[src/rtl/cmd_pkr_if.sv]
// Command packer bus bundle: slave command/response side and master beat side.
// The slave modport is the packer's view; the master modport is the peer's view.
interface cmd_pkr_if;
    logic         i_slv_cmd_vld;
    logic         i_slv_cmd_rnw;
    logic [63:0]  i_slv_cmd_dat;
    logic         o_slv_rsp_vld;
    logic [63:0]  o_slv_rsp_dat;
    logic         o_mst_cmd_vld;
    logic         o_mst_cmd_sop;
    logic         o_mst_cmd_eop;
    logic [127:0] o_mst_cmd_dat;

    modport slave (
        input  i_slv_cmd_vld, i_slv_cmd_rnw, i_slv_cmd_dat,
        output o_slv_rsp_vld, o_slv_rsp_dat,
        output o_mst_cmd_vld, o_mst_cmd_sop, o_mst_cmd_eop, o_mst_cmd_dat
    );

    modport master (
        output i_slv_cmd_vld, i_slv_cmd_rnw, i_slv_cmd_dat,
        input  o_slv_rsp_vld, o_slv_rsp_dat,
        input  o_mst_cmd_vld, o_mst_cmd_sop, o_mst_cmd_eop, o_mst_cmd_dat
    );
endinterface

[src/rtl/cmd_pkr.sv]
// Packs 64-bit write words into framed 128-bit beats through an 8-deep packet FIFO.
// Define CMD_PKR_STATS_EN to add the 32-bit emitted-packet counter in status [63:32].
module cmd_pkr (
    input  logic       clk,
    input  logic       arst_n,
    cmd_pkr_if.slave   bus
);
    localparam logic [1:0] ST_IDLE    = 2'd0;
    localparam logic [1:0] ST_COLLECT = 2'd1;
    localparam logic [1:0] ST_DISCARD = 2'd2;

    function automatic logic [4:0] beats_needed(input logic [4:0] len);
        logic [5:0] sum;
        sum = {1'b0, len} + 6'd1;
        return sum[5:1];
    endfunction

    logic [1:0]   state_r, state_nxt_s;
    logic [4:0]   rem_r, rem_nxt_s;
    logic         odd_r, odd_nxt_s;
    logic [63:0]  lo_r, lo_nxt_s;

    logic [128:0] mem_r [0:7];
    logic [2:0]   wr_ptr_r, rd_ptr_r;
    logic [3:0]   count_r, commit_cnt_r;
    logic         busy_r;
    logic [15:0]  drop_cnt_r;
    logic [31:0]  pkt_cnt_s;

    logic         mst_vld_r, mst_sop_r, mst_eop_r;
    logic [127:0] mst_dat_r;
    logic         rsp_vld_r;
    logic [63:0]  rsp_dat_r;

    logic         wr_s, rd_s, push_s, push_eop_s, drop_s, commit_s;
    logic         pop_s, pop_eop_s;
    logic [127:0] push_dat_s;
    logic [128:0] head_s;
    logic [4:0]   len_s;
    logic [3:0]   free_s;
    logic [63:0]  status_s;

    assign wr_s      = bus.i_slv_cmd_vld & ~bus.i_slv_cmd_rnw;
    assign rd_s      = bus.i_slv_cmd_vld &  bus.i_slv_cmd_rnw;
    assign len_s     = bus.i_slv_cmd_dat[4:0];
    assign free_s    = 4'd8 - count_r;
    assign commit_s  = push_s & push_eop_s;
    assign head_s    = mem_r[rd_ptr_r];
    // A committed packet is fully resident, so once started it drains without gaps.
    assign pop_s     = busy_r | (commit_cnt_r != 4'd0);
    assign pop_eop_s = pop_s & head_s[128];
    assign status_s  = {pkt_cnt_s, 8'd0, drop_cnt_r, 2'b00, busy_r,
                        (state_r != ST_IDLE), count_r};

    // Input FSM: header admission, word pairing and discard counting.
    always_comb begin
        state_nxt_s = state_r;
        rem_nxt_s   = rem_r;
        odd_nxt_s   = odd_r;
        lo_nxt_s    = lo_r;
        push_s      = 1'b0;
        push_eop_s  = 1'b0;
        push_dat_s  = 128'd0;
        drop_s      = 1'b0;
        case (state_r)
            ST_IDLE: begin
                if (wr_s) begin
                    if ((len_s == 5'd0) || (beats_needed(len_s) > {1'b0, free_s})) begin
                        drop_s = 1'b1;
                        if (len_s > 5'd1) begin
                            state_nxt_s = ST_DISCARD;
                            rem_nxt_s   = len_s - 5'd1;
                        end else begin
                            state_nxt_s = ST_IDLE;
                        end
                    end else if (len_s == 5'd1) begin
                        push_s     = 1'b1;
                        push_eop_s = 1'b1;
                        push_dat_s = {64'd0, bus.i_slv_cmd_dat};
                    end else begin
                        state_nxt_s = ST_COLLECT;
                        rem_nxt_s   = len_s - 5'd1;
                        lo_nxt_s    = bus.i_slv_cmd_dat;
                        odd_nxt_s   = 1'b1;
                    end
                end else begin
                    state_nxt_s = ST_IDLE;
                end
            end
            ST_COLLECT: begin
                if (wr_s) begin
                    rem_nxt_s = rem_r - 5'd1;
                    odd_nxt_s = ~odd_r;
                    if (odd_r) begin
                        push_s     = 1'b1;
                        push_eop_s = (rem_r == 5'd1);
                        push_dat_s = {bus.i_slv_cmd_dat, lo_r};
                    end else if (rem_r == 5'd1) begin
                        push_s     = 1'b1;
                        push_eop_s = 1'b1;
                        push_dat_s = {64'd0, bus.i_slv_cmd_dat};
                    end else begin
                        lo_nxt_s = bus.i_slv_cmd_dat;
                    end
                    if (rem_r == 5'd1) begin
                        state_nxt_s = ST_IDLE;
                    end else begin
                        state_nxt_s = ST_COLLECT;
                    end
                end else begin
                    state_nxt_s = ST_COLLECT;
                end
            end
            ST_DISCARD: begin
                if (wr_s) begin
                    rem_nxt_s = rem_r - 5'd1;
                    if (rem_r == 5'd1) begin
                        state_nxt_s = ST_IDLE;
                    end else begin
                        state_nxt_s = ST_DISCARD;
                    end
                end else begin
                    state_nxt_s = ST_DISCARD;
                end
            end
            default: begin
                state_nxt_s = ST_IDLE;
            end
        endcase
    end

    // Input FSM and packing registers.
    always_ff @(posedge clk or negedge arst_n) begin
        if (!arst_n) begin
            state_r <= ST_IDLE;
            rem_r   <= 5'd0;
            odd_r   <= 1'b0;
            lo_r    <= 64'd0;
        end else begin
            state_r <= state_nxt_s;
            rem_r   <= rem_nxt_s;
            odd_r   <= odd_nxt_s;
            lo_r    <= lo_nxt_s;
        end
    end

    // FIFO storage; validity is carried entirely by the pointers and counts.
    always_ff @(posedge clk) begin
        if (push_s) begin
            mem_r[wr_ptr_r] <= {push_eop_s, push_dat_s};
        end
    end

    // FIFO pointers, occupancy, committed-packet count, output progress, drop count.
    always_ff @(posedge clk or negedge arst_n) begin
        if (!arst_n) begin
            wr_ptr_r     <= 3'd0;
            rd_ptr_r     <= 3'd0;
            count_r      <= 4'd0;
            commit_cnt_r <= 4'd0;
            busy_r       <= 1'b0;
            drop_cnt_r   <= 16'd0;
        end else begin
            if (push_s) wr_ptr_r <= wr_ptr_r + 3'd1;
            if (pop_s)  rd_ptr_r <= rd_ptr_r + 3'd1;
            case ({push_s, pop_s})
                2'b10:   count_r <= count_r + 4'd1;
                2'b01:   count_r <= count_r - 4'd1;
                default: count_r <= count_r;
            endcase
            case ({commit_s, pop_eop_s})
                2'b10:   commit_cnt_r <= commit_cnt_r + 4'd1;
                2'b01:   commit_cnt_r <= commit_cnt_r - 4'd1;
                default: commit_cnt_r <= commit_cnt_r;
            endcase
            if (pop_s) busy_r <= ~head_s[128];
            if (drop_s && (drop_cnt_r != 16'hFFFF)) drop_cnt_r <= drop_cnt_r + 16'd1;
        end
    end

`ifdef CMD_PKR_STATS_EN
    logic [31:0] pkt_cnt_r;

    // Emitted-packet counter, wrapping.
    always_ff @(posedge clk or negedge arst_n) begin
        if (!arst_n) begin
            pkt_cnt_r <= 32'd0;
        end else if (pop_eop_s) begin
            pkt_cnt_r <= pkt_cnt_r + 32'd1;
        end
    end

    assign pkt_cnt_s = pkt_cnt_r;
`else
    assign pkt_cnt_s = 32'd0;
`endif

    // Registered master beat and slave response outputs.
    always_ff @(posedge clk or negedge arst_n) begin
        if (!arst_n) begin
            mst_vld_r <= 1'b0;
            mst_sop_r <= 1'b0;
            mst_eop_r <= 1'b0;
            mst_dat_r <= 128'd0;
            rsp_vld_r <= 1'b0;
            rsp_dat_r <= 64'd0;
        end else begin
            mst_vld_r <= pop_s;
            mst_sop_r <= pop_s & ~busy_r;
            mst_eop_r <= pop_eop_s;
            mst_dat_r <= pop_s ? head_s[127:0] : 128'd0;
            rsp_vld_r <= rd_s;
            if (rd_s) rsp_dat_r <= status_s;
        end
    end

    assign bus.o_mst_cmd_vld = mst_vld_r;
    assign bus.o_mst_cmd_sop = mst_sop_r;
    assign bus.o_mst_cmd_eop = mst_eop_r;
    assign bus.o_mst_cmd_dat = mst_dat_r;
    assign bus.o_slv_rsp_vld = rsp_vld_r;
    assign bus.o_slv_rsp_dat = rsp_dat_r;
endmodule

[src/flat_wrapper.sv]
// flat-port wrapper written by rule: the top's interface ports become plain ports
module cmd_pkr_flat 
  (clk, arst_n, bus_i_slv_cmd_vld, bus_i_slv_cmd_rnw, bus_i_slv_cmd_dat, bus_o_slv_rsp_vld, bus_o_slv_rsp_dat, bus_o_mst_cmd_vld, bus_o_mst_cmd_sop, bus_o_mst_cmd_eop, bus_o_mst_cmd_dat);
  cmd_pkr_if bus_i ();
  input  logic clk;
  input  logic arst_n;
  input wire logic [$bits(bus_i.i_slv_cmd_vld)-1:0] bus_i_slv_cmd_vld;
  input wire logic [$bits(bus_i.i_slv_cmd_rnw)-1:0] bus_i_slv_cmd_rnw;
  input wire logic [$bits(bus_i.i_slv_cmd_dat)-1:0] bus_i_slv_cmd_dat;
  output wire logic [$bits(bus_i.o_slv_rsp_vld)-1:0] bus_o_slv_rsp_vld;
  output wire logic [$bits(bus_i.o_slv_rsp_dat)-1:0] bus_o_slv_rsp_dat;
  output wire logic [$bits(bus_i.o_mst_cmd_vld)-1:0] bus_o_mst_cmd_vld;
  output wire logic [$bits(bus_i.o_mst_cmd_sop)-1:0] bus_o_mst_cmd_sop;
  output wire logic [$bits(bus_i.o_mst_cmd_eop)-1:0] bus_o_mst_cmd_eop;
  output wire logic [$bits(bus_i.o_mst_cmd_dat)-1:0] bus_o_mst_cmd_dat;
  assign bus_i.i_slv_cmd_vld = bus_i_slv_cmd_vld;
  assign bus_i.i_slv_cmd_rnw = bus_i_slv_cmd_rnw;
  assign bus_i.i_slv_cmd_dat = bus_i_slv_cmd_dat;
  assign bus_o_slv_rsp_vld = bus_i.o_slv_rsp_vld;
  assign bus_o_slv_rsp_dat = bus_i.o_slv_rsp_dat;
  assign bus_o_mst_cmd_vld = bus_i.o_mst_cmd_vld;
  assign bus_o_mst_cmd_sop = bus_i.o_mst_cmd_sop;
  assign bus_o_mst_cmd_eop = bus_i.o_mst_cmd_eop;
  assign bus_o_mst_cmd_dat = bus_i.o_mst_cmd_dat;
  cmd_pkr u_core (.clk(clk), .arst_n(arst_n), .bus(bus_i));
endmodule
[config.mk]
export PLATFORM = sky130hd
export DESIGN_NAME = cmd_pkr_flat
export DESIGN_NICKNAME = d
export VERILOG_FILES = /design/src/rtl/cmd_pkr_if.sv /design/src/rtl/cmd_pkr.sv /design/src/flat_wrapper.sv
export SDC_FILE = /design/constraint.sdc
export NUM_CORES = 1
export LEC_CHECK = 0
export CAP_MARGIN = 20
export CORE_MARGIN = 1
export CORE_UTILIZATION = 40
export DETAILED_ROUTE_END_ITERATION = 6
export DONT_BUFFER_PORTS = 1
export SETUP_SLACK_MARGIN = 0.02
export SLEW_MARGIN = 20
export SYNTH_ARGS = -nofsm -noshare
export SYNTH_HDL_FRONTEND = slang
export SYNTH_SLANG_ARGS = --single-unit
[constraint.sdc]
create_clock -name clk -period 16.1 [get_ports clk]
set_input_delay 0.805 -clock clk [delete_from_list [all_inputs] [get_ports clk]]
set_output_delay 0.805 -clock clk [all_outputs]
set_load 0.05 [all_outputs]
==> flow_summary_export.csv <==
group,metric,value,unit
outcome,status,"finished, final reports clean",
detailed_routing,via_per_inst,5.39,
layout,n_antenna_cell,0,
global_routing,antenna_found_initial,5,
global_routing,grt_max_degree,258,
sta,finalSetupTns,0,ps
synthesis,synthCells,2435,
synthesis,synth_edf_count,1032,
sta,hold_viol,0,
synthesis,avgSynthCellArea,20.5,sq um
floorplan,row_count,129,
power_and_ir_drop,powerDensity,181,nW/um^2
floorplan,dieArea,126000,sq um
layout,area_delta_synth_final,12.6,%
detailed_routing,final_antenna_net_count,0,
clock_tree,cts_tree,"done",
worst_setup_path,cp_top_family,"buffers and inverters",
layout,fillers,10376,
sta,fmax,218,MHz
floorplan,coreArea,124000,sq um
synthesis,yosys_most_used_dff,"edfxtp_1",
worst_setup_path,end_kind,"flop",
floorplan,die_h,355,um
detailed_routing,drc,0,
sta,timing.final.crit_period,4590,ps
detailed_routing,drt_iter0_drc,1927,
worst_setup_path,critPathKind,"flop to flop",
sta,whs,197,ps
clock_tree,clkSlewWorstSetupHoldPaths,60,ps
layout,stdcell_area,56100,sq um
layout,fin_cells,4241,
worst_setup_path,cpMostUsedCell,"buf_4",
worst_setup_path,slowest_delay,840,ps
clock_tree,cts_root_buf,"clkbuf_16",
global_routing,groute.usage.overall,17.8,%
worst_setup_path,crit_path_start_kind,"flop",
worst_setup_path,path_buf_inv,2,
global_routing,first_global_vias,24558,
layout,final_util,45.4,%
detailed_routing,dr_total_vias,22863,
clock_tree,post_cts_resize_count,0,
layout,drive_above_1_share,23.2,%
power_and_ir_drop,finalPower,10.2,mW
sta,worst_pin_slew,1130,ps
worst_setup_path,slowest_stage,"buf_4",
job,cap_violations,0,
sta,slew_headroom,24.6,%
synthesis,yosysTopAreaCell,"edfxtp_1",
placed_design,portBuffers,0,
floorplan,initial_core_util,40.3,%
power_and_ir_drop,ir_drop,0.130,mV
floorplan,io_pins,264,
min_path,hold_class,"input pin to flop",
synthesis,synth_top_area_share,62.2,%
detailed_routing,dr.pass1.iters,5,
floorplan,die_w,355,um
layout,final_common_cell,"edfxtp_1",
sta,finalSetupViolations,0,
placed_design,dp.cells,3982,
sta,worst_slack,11510,ps
placed_design,place.gp.congestion,0.733,
detailed_routing,totalWireLength,111000,um
placed_design,dpl-instance-area,51500,sq um
sta,finalMaxSlewViolations,0,
clock_tree,clock_sinks,1289,
power_and_ir_drop,p_leak,19.6,nW
worst_setup_path,cp.required,16460,ps
sta,fin_skew,24.4,ps
clock_tree,h-tree-depth,4,
synthesis,synth.area.top_cells,"edfxtp_1 62%, dfrtp_1 13%, mux4_2 12%, mux2i_1 2.6%, mux2_4 1.9%",
worst_setup_path,cp_data_arrival_time,4950,ps
synthesis,yosysUniqueCellTypes,60,
placed_design,dp_slack,11160,ps
clock_tree,cts_buffers,139,
sta,rsz0062_at_grt,"false",
synthesis,async_flop_share,19.9,%
synthesis,ys_ff_latch,1289,
worst_setup_path,cp_cell_sequence,"nor3_1, xnor2_1, ha_1, a21o_1, a22oi_4, a31o_2, nand2_1, nor4_2, buf_4, buf_4",
clock_tree,clk_latency,760,ps
worst_setup_path,crit_fanout,46,
placed_design,hpwl,58400,um
clock_tree,cts_setup_buffers,0,
synthesis,synthesis.area,49800,sq um
clock_tree,clockBufferDepth,3,
synthesis,ys_seq_area_share,75.1,%
sta,fin_crit_sh,28.5,%
layout,layout_common_cells,"1032 x edfxtp_1, 258 x mux4_2, 254 x dfrtp_1",
layout,fin_nets,2583,
global_routing,overflow,0,
synthesis,yosys_warnings,0,
global_routing,grt_pass1_wl,165000,um
detailed_routing,routedWlPerCell,26.3,um
routing by layer:
layer | global-route usage (%) | wire length, um | vias to the layer above
li1 | - | - | 9706
met1 | 24.5 | 48500 | 12356
met2 | 28.5 | 53500 | 648
met3 | 3.91 | 6640 | 153
met4 | 5.66 | 2670 | 0
met5 | 0 | 0 | -
power by group:
group	total (mW)	internal, mW	switching, mW
logic	2.19	0.998	1.19
registers	4.85	3.98	0.870
clock network	3.11	1.83	1.28
total	10.2	6.81	3.34
flip-flops by register name (all words and copies together), names as in the netlist, 2 cells and up:
name / flops
u_core.bus.o_mst_cmd_dat: 128
u_core.bus.o_slv_rsp_dat: 22
u_core.commit_cnt_r: 4
u_core.count_r: 4
u_core.drop_cnt_r: 16
u_core.lo_r: 64
u_core.mem_r: 1032
u_core.rd_ptr_r: 3
u_core.rem_r: 5
u_core.state_r: 2
u_core.wr_ptr_r: 3
path summary, 6_finish.rpt:
path | startpoint | end | slack (ps) | cells past startpoint
hold / removal | bus_i_slv_cmd_dat[2] | u_core.lo_r[2]$_DFFE_PN0P_ | 200 | 1
hold reg to reg | u_core.commit_cnt_r[3]$_DFFE_PN0P_ | u_core.commit_cnt_r[3]$_DFFE_PN0P_ | 480 | 1
setup reg to reg | u_core.count_r[0]$_DFFE_PN0P_ | u_core.mem_r[0][116]$_DFFE_PP_ | 11510 | 10
setup / recovery | u_core.count_r[0]$_DFFE_PN0P_ | u_core.mem_r[0][116]$_DFFE_PP_ | 11510 | 10
min in group asynchronous | arst_n | u_core.bus.o_mst_cmd_dat[110]$_DFF_PN0_ | 570 | 2
max in group asynchronous | arst_n | u_core.lo_r[10]$_DFFE_PN0P_ | 14510 | 3
kinds of logic after synthesis:
group	after synthesis	synth area share (%)
other	1	0.00753
adders and majority gates	24	0.618
and+or+nand+nor	316	3.10
AOI/OAI and AO/OA	104	1.72
buffers and inverters	190	2.06
DFF	1289	75.1
muxes	476	16.7
xor gates and xnor gates	35	0.615
cell usage after synthesis (7+ instances only):
cell type / count
mux2_4: 64
mux4_2: 258
nor2_1: 150
inv_1: 20
ha_1: 23
and3_1: 9
buf_2: 25
buf_12: 7
and2_1: 66
buf_1: 21
xor2_1: 12
dfrtp_1: 257
nand3_1: 19
edfxtp_1: 1032
mux2_2: 23
a21oi_1: 7
nor3_1: 8
a22o_1: 61
clkbuf_1: 73
buf_4: 43
o21ai_0: 11
xnor2_1: 23
nand2_1: 31
mux2i_1: 131
nand4_1: 10
repair_timing:
item,4_1_cts,5_1_grt
hold buffers,1,1
endpoints found under the setup margin,0,0
endpoints found under the hold margin,257,36
layout make-up:
class	count	area, sq um	area share (%)
sequential	1289	37400	66.7
multi-input combinational	997	11600	20.7
clock buffer	194	3880	6.92
tap	1637	2050	3.65
clock inverter	60	587	1.05
timing repair buffer	44	474	0.845
inverter	20	75.1	0.134
Power figures use the tool's default switching activity.
